File: src/rtl/op_pkg.sv
// rtl/op_pkg.sv - operation and accumulator state types shared by the op FIFO and its consumer
package op_pkg;

  typedef enum logic [1:0] {
    nop = 2'd0,
    add = 2'd1,
    sub = 2'd2,
    mul = 2'd3
  } operation_t;

  typedef enum logic {
    IDLE = 1'b0,
    MUL  = 1'b1
  } acc_state_t;

  // Width of a counter that must reach n-1 (never below 1 bit).
  function automatic int cnt_width(input int n);
    return (n <= 2) ? 1 : $clog2(n);
  endfunction

endpackage

File: src/rtl/op_accumulator_seq_multiplier.sv
// rtl/op_accumulator_seq_multiplier.sv - iterative shift-add multiplier, one multiplier bit per cycle
module seq_multiplier
  import op_pkg::*;
#(
  parameter int DATA_W = 16
) (
  input  logic                  clk,
  input  logic                  rst,
  input  logic                  start,
  input  logic                  abort,
  input  logic [DATA_W-1:0]     a,
  input  logic [DATA_W-1:0]     b,
  output logic                  busy,
  output logic                  valid,
  output logic [2*DATA_W-1:0]   prod
);

  localparam int BIT_W = cnt_width(DATA_W);
  localparam logic [BIT_W-1:0] LAST_BIT = BIT_W'(DATA_W - 1);

  logic [2*DATA_W-1:0] mcand_q;
  logic [2*DATA_W-1:0] prod_q;
  logic [2*DATA_W-1:0] prod_next;
  logic [DATA_W-1:0]   mplier_q;
  logic [BIT_W-1:0]    bit_q;

  // The multiplicand shifts left and the multiplier right, so bit i lines up with mcand<<i.
  assign prod_next = mplier_q[0] ? (prod_q + mcand_q) : prod_q;
  assign valid     = busy & (bit_q == LAST_BIT);
  assign prod      = prod_next;

  always_ff @(posedge clk or posedge rst) begin
    if (rst) begin
      busy     <= 1'b0;
      mcand_q  <= '0;
      prod_q   <= '0;
      mplier_q <= '0;
      bit_q    <= '0;
    end else if (abort) begin
      busy <= 1'b0;
    end else if (start) begin
      busy     <= 1'b1;
      mcand_q  <= {{DATA_W{1'b0}}, a};
      mplier_q <= b;
      prod_q   <= '0;
      bit_q    <= '0;
    end else if (busy) begin
      prod_q   <= prod_next;
      mcand_q  <= mcand_q << 1;
      mplier_q <= mplier_q >> 1;
      bit_q    <= bit_q + BIT_W'(1);
      if (valid) begin
        busy <= 1'b0;
      end
    end
  end

endmodule

File: src/rtl/op_accumulator.sv
// rtl/op_accumulator.sv - pops operations from the op FIFO and applies them to a running accumulator
module op_accumulator
  import op_pkg::*;
#(
  parameter int DATA_W = 16,
  parameter int CNT_W  = 16
) (
  input  logic              clk,
  input  logic              rst,
  input  logic              enable,
  input  logic              clear,
  input  logic              empty,
  input  operation_t        rdata,
  input  logic [DATA_W-1:0] operand,
  output logic              fifo_pop,
  output logic [DATA_W-1:0] acc,
  output logic              ovf,
  output logic              busy,
  output logic              done,
  output logic [CNT_W-1:0]  op_count
);

  acc_state_t          state_q, state_d;
  logic [DATA_W-1:0]   acc_d;
  logic                ovf_d;
  logic                commit;
  logic [DATA_W:0]     sum;
  logic [DATA_W:0]     diff;
  logic                mul_start;
  logic                mul_busy;
  logic                mul_valid;
  logic [2*DATA_W-1:0] mul_prod;

  assign fifo_pop  = (state_q == IDLE) & enable & ~empty & ~clear & ~rst;
  assign mul_start = fifo_pop & (rdata == mul);
  assign busy      = (state_q == MUL);

  // The extra top bit is the carry for add and the borrow for sub.
  assign sum  = {1'b0, acc} + {1'b0, operand};
  assign diff = {1'b0, acc} - {1'b0, operand};

  seq_multiplier #(
    .DATA_W (DATA_W)
  ) u_mul (
    .clk   (clk),
    .rst   (rst),
    .start (mul_start),
    .abort (clear),
    .a     (acc),
    .b     (operand),
    .busy  (mul_busy),
    .valid (mul_valid),
    .prod  (mul_prod)
  );

  always_comb begin
    state_d = state_q;
    acc_d   = acc;
    ovf_d   = ovf;
    commit  = 1'b0;
    if (clear) begin
      state_d = IDLE;
      acc_d   = '0;
      ovf_d   = 1'b0;
    end else begin
      case (state_q)
        IDLE: begin
          if (fifo_pop) begin
            case (rdata)
              nop: commit = 1'b1;
              add: begin
                acc_d  = sum[DATA_W-1:0];
                ovf_d  = ovf | sum[DATA_W];
                commit = 1'b1;
              end
              sub: begin
                acc_d  = diff[DATA_W-1:0];
                ovf_d  = ovf | diff[DATA_W];
                commit = 1'b1;
              end
              mul: state_d = MUL;
              default: state_d = IDLE;
            endcase
          end
        end
        MUL: begin
          if (mul_valid) begin
            acc_d   = mul_prod[DATA_W-1:0];
            ovf_d   = ovf | (|mul_prod[2*DATA_W-1:DATA_W]);
            commit  = 1'b1;
            state_d = IDLE;
          end else if (!mul_busy) begin
            // Multiplier lost its operation without a result; never hang in MUL.
            state_d = IDLE;
          end
        end
        default: state_d = IDLE;
      endcase
    end
  end

  always_ff @(posedge clk or posedge rst) begin
    if (rst) begin
      state_q  <= IDLE;
      acc      <= '0;
      ovf      <= 1'b0;
      done     <= 1'b0;
      op_count <= '0;
    end else begin
      state_q  <= state_d;
      acc      <= acc_d;
      ovf      <= ovf_d;
      done     <= commit;
      op_count <= op_count + {{(CNT_W-1){1'b0}}, commit};
    end
  end

endmodule
File: config.mk
export PLATFORM = sky130hd
export DESIGN_NAME = op_accumulator
export DESIGN_NICKNAME = d
export VERILOG_FILES = /design/src/rtl/op_pkg.sv /design/src/rtl/op_accumulator_seq_multiplier.sv /design/src/rtl/op_accumulator.sv
export SDC_FILE = /design/constraint.sdc
export NUM_CORES = 1
export LEC_CHECK = 0
export ABC_AREA = 0
export BUFFER_PORTS_ARGS = -buffer_cell sky130_fd_sc_hd__buf_4
export CORE_MARGIN = 8
export CORE_UTILIZATION = 65
export CTS_BUF_LIST = sky130_fd_sc_hd__clkbuf_2 sky130_fd_sc_hd__clkbuf_4 sky130_fd_sc_hd__clkbuf_8
export DETAILED_ROUTE_END_ITERATION = 12
export GPL_ROUTABILITY_DRIVEN = 0
export GPL_TIMING_DRIVEN = 0
export PLACE_DENSITY = 0.93
export REMOVE_ABC_BUFFERS = 1
export SYNTH_ARGS = -nofsm -noshare
export SYNTH_HDL_FRONTEND = slang
export SYNTH_SLANG_ARGS = --single-unit
File: constraint.sdc
create_clock -name clk -period 9.16 [get_ports clk]
set_input_delay 0.916 -clock clk [delete_from_list [all_inputs] [get_ports clk]]
set_output_delay 0.916 -clock clk [all_outputs]
set_load 0.01 [all_outputs]
==> impl_metrics.toml <==
[synthesis]
synth_cell_type_count = 75
synth-seq-cells = 120
synth_edf_count = 0
mean_instance_size_in_the_synthesized_netlist_sq_um = 8.41
synth_top_area_cell = "sky130_fd_sc_hd__dfrtp_1"
yosys_warnings = 0
synth_flop_cell = "sky130_fd_sc_hd__dfrtp_1"
netlist_instances = 1027
syn_area_sq_um = 8640
seq_area_frac_synth_pct = 34.8
synth_top_cells_by_area = "sky130_fd_sc_hd__dfrtp_1 (35%), sky130_fd_sc_hd__ha_1 (10%), sky130_fd_sc_hd__nand2_1 (7.7%), sky130_fd_sc_hd__a21oi_1 (4.1%), sky130_fd_sc_hd__xnor2_1 (3.8%)"
async_flop_share_pct = 100
netlist.area_leader.share_pct = 34.8

[global_routing]
leftover_overflow_at_the_end_of_global_routing = 0
vias_in_the_first_global_route = 7663
grt_util_all_layers_pct = 25.6
largest_net_degree_at_the_start_of_global_routing = 92
grt_antenna_before_repair = 0
first_pass_grt_wire_length_um = 36800

[power_and_ir_drop]
p_sw_uw = 728
sequentialPowerShare_pct = 36.8
power.leakage_uw = 0.00466
clock_power_share_pct = 25.4
largest_voltage_drop_on_the_vdd_net_v = 0.000141
power_frac_comb_pct = 37.8
pwr_density_cell_nw_per_um2 = 202
intPower_uw = 1200
power_switching_share_pct = 37.8

[clock_tree]
cts_tree = "yes"
clk_latency_ps = 460
cts.path.max_buffers = 2
cts_buffers = 17
hold_buffers = 0
postCtsResizedCells = 0
numClockSinks = 120
postCtsSetupBuffers = 0
clk_transition_reported_paths_ps = 80
clockRootBuffer = "sky130_fd_sc_hd__clkbuf_8"
clock_tree.htree_level_count = 4

[sta]
rsz0062_at_grt = "no"
setup_viol = 0
max_clock_freq_mhz = 202
finalCritPeriodShare_pct = 54.1
slew_violations = 0
worst_pin_slew_ps = 1220
final-hold-violation-count = 0
max_slew_margin_pct = 18.7
worst_clock_skew_ps = 12.4
fin_hold_ws_ps = 437
setup-tns-final_ps = 0
post-route-min-period_ps = 4950

[layout]
nets = 1146
layout-area-overhead-vs-synth_pct = 10.5
post_route_cells_drive_above_1_share_pct = 11.2
final_core_util_pct = 72.6
mostFrequentLayoutCell = "sky130_fd_sc_hd__nand2_1"
fillCellCount = 949
layout.cells.most_common_list = "sky130_fd_sc_hd__nand2_1 (177), sky130_fd_sc_hd__dfrtp_1 (119), sky130_fd_sc_hd__nor2_1 (78), sky130_fd_sc_hd__a21oi_1 (71), sky130_fd_sc_hd__ha_1 (69)"
diodes = 0

[placed_design]
detailedPlacementHpwl_um = 15500
io_buffer_count = 58

[setup_path]
cp-endpoint = "u_mul.prod_q[6]$_DFFE_PP0P_"
r2r_start = "busy$_DFF_PP0_"
critical_path_peak_fanout = 51
critical_path.reg2reg.endpoint = "u_mul.prod_q[6]$_DFFE_PP0P_"
cp-end-kind = "flip-flop"
ff2ff_path_depth = 8
crit_arrival_ps = 5340
startpoint = "busy$_DFF_PP0_"
critical_path.startpoint_type = "flip-flop"
r2r_slack_ps = 4210
worst-setup-path-type = "flip-flop to flip-flop"
cp.required_ps = 9550

[die]
floorplan.die.width_um = 131
core_area_sq_um = 13100
initial_core_util_pct = 65.8
dieArea_sq_um = 17200
fp-row-count = 42
floorplan.die.height_um = 131
num_io_pins = 59

[outcome]
status = "complete, no violations"

[routing]
firstDrtPassIters = 7
detailedRoute.firstIterationViolations = 795
drtAntennaViolNets = 0
remaining_drc_errors = 0
detail_routed_via_count_per_cell = 6.33
vias = 7846
wirelength_um = 21900
avgRoutedWirePerCell_um = 17.7

[hold_path]
worst_hold_path_type = "input port to async pin"

[run]
drv.max_cap_violation_count = 0
[worst max-delay path: stages, from the launching register on]
cell,delay (ps)
sky130_fd_sc_hd__dfrtp_1,680
sky130_fd_sc_hd__clkinv_1,350
sky130_fd_sc_hd__nand2_1,90
sky130_fd_sc_hd__nor4_1,750
sky130_fd_sc_hd__and2_2,830
sky130_fd_sc_hd__nor2_1,180
sky130_fd_sc_hd__or2_2,700
sky130_fd_sc_hd__nor2_1,980
sky130_fd_sc_hd__a32o_1,290
[routing by layer]
| layer | share of wire [%] | vias up | global-route usage [%] | wire (um) |
|---|---|---|---|---|
| met2 | 49 | 336 | 43.0 | 10800 |
| li1 | - | 3682 | - | - |
| met5 | 0 | - | 0 | 0 |
| met1 | 42 | 3760 | 30.8 | 9130 |
| met4 | 2.9 | 0 | 11.2 | 645 |
| met3 | 6.4 | 68 | 5.79 | 1410 |
[area by class of cell]
cell class,instances,area (sq um),share of cell area [%]
clock buffer,24,305,3.20
clock inverter,8,96.3,1.01
sequential,120,3000,31.5
tap,176,220,2.31
timing repair buffer,63,558,5.85
inverter,44,170,1.78
multi-input combinational,805,5190,54.4
[synthesized netlist by cell type (all sizes together) (12+ instances only)]
cell type  instances
xnor2             37
nor2              79
a31oi             38
dfrtp            120
a21o              19
nand2            178
mux2i             21
o21ai             54
ha                69
inv               43
nand4             12
buf               16
xor2              17
nor3              17
nand2b            13
nand3             35
a21oi             74
clkbuf            41
o31ai             12
[sequential cells by signal (all words and copies together) (netlist names)]
| signal | flops |
|---|---|
| acc | 16 |
| busy | 1 |
| done | 1 |
| op_count | 16 |
| ovf | 1 |
| u_mul.bit_q | 4 |
| u_mul.busy | 1 |
| u_mul.mcand_q | 32 |
| u_mul.mplier_q | 16 |
| u_mul.prod_q | 32 |
[how the worst min path moves through the flow]
stage,endpoint,cells past startpoint,slack (ps)
after floorplan,u_mul.mplier_q[15]$_DFFE_PP0P_,2,450
after global placement,op_count[15]$_DFF_PP0_,1,460
after detailed placement,op_count[15]$_DFF_PP0_,1,470
after CTS,u_mul.mplier_q[7]$_DFFE_PP0P_,2,420
after global routing,u_mul.mplier_q[6]$_DFFE_PP0P_,2,440
final,acc[2]$_DFFE_PP0P_,2,440
[through the flow]
| stage | instance area (sq um) | total power [uW] | cells | setup WS (ps) |
|---|---|---|---|---|
| after detailed placement | 9140 | 1430 | 1208 | 4120 |
| after global routing | 9540 | 2040 | 1240 | 3930 |
| after floorplan | 8350 | 1230 | 969 | 2860 |
| after global placement | 9000 | 1380 | 1203 | -42.7 |
| final | 9540 | 1930 | 1240 | 4210 |
| after CTS | 9540 | 1920 | 1240 | 4250 |
[cells by family (layout without fill, tap and decap cells)]
family	after synthesis	count (layout)	synth area share, %
compound gates	279	279	21.5
buf+inv	102	139	5.31
xor+xnor	54	54	5.47
fa+ha+maj	72	72	10.7
mux	27	27	3.26
simple gates	373	373	19.0
flops	120	120	34.8
[power by group through the flow]
stage               logic [uW]  clock network, uW  registers [uW]
floorplan                  520                  0             714
global placement           643                  0             735
detailed placement         710                  0             715
CTS                        721                493             707
global route               805                517             719
finish                     728                490             709
Note: power is estimated with default switching activity, not from simulation.
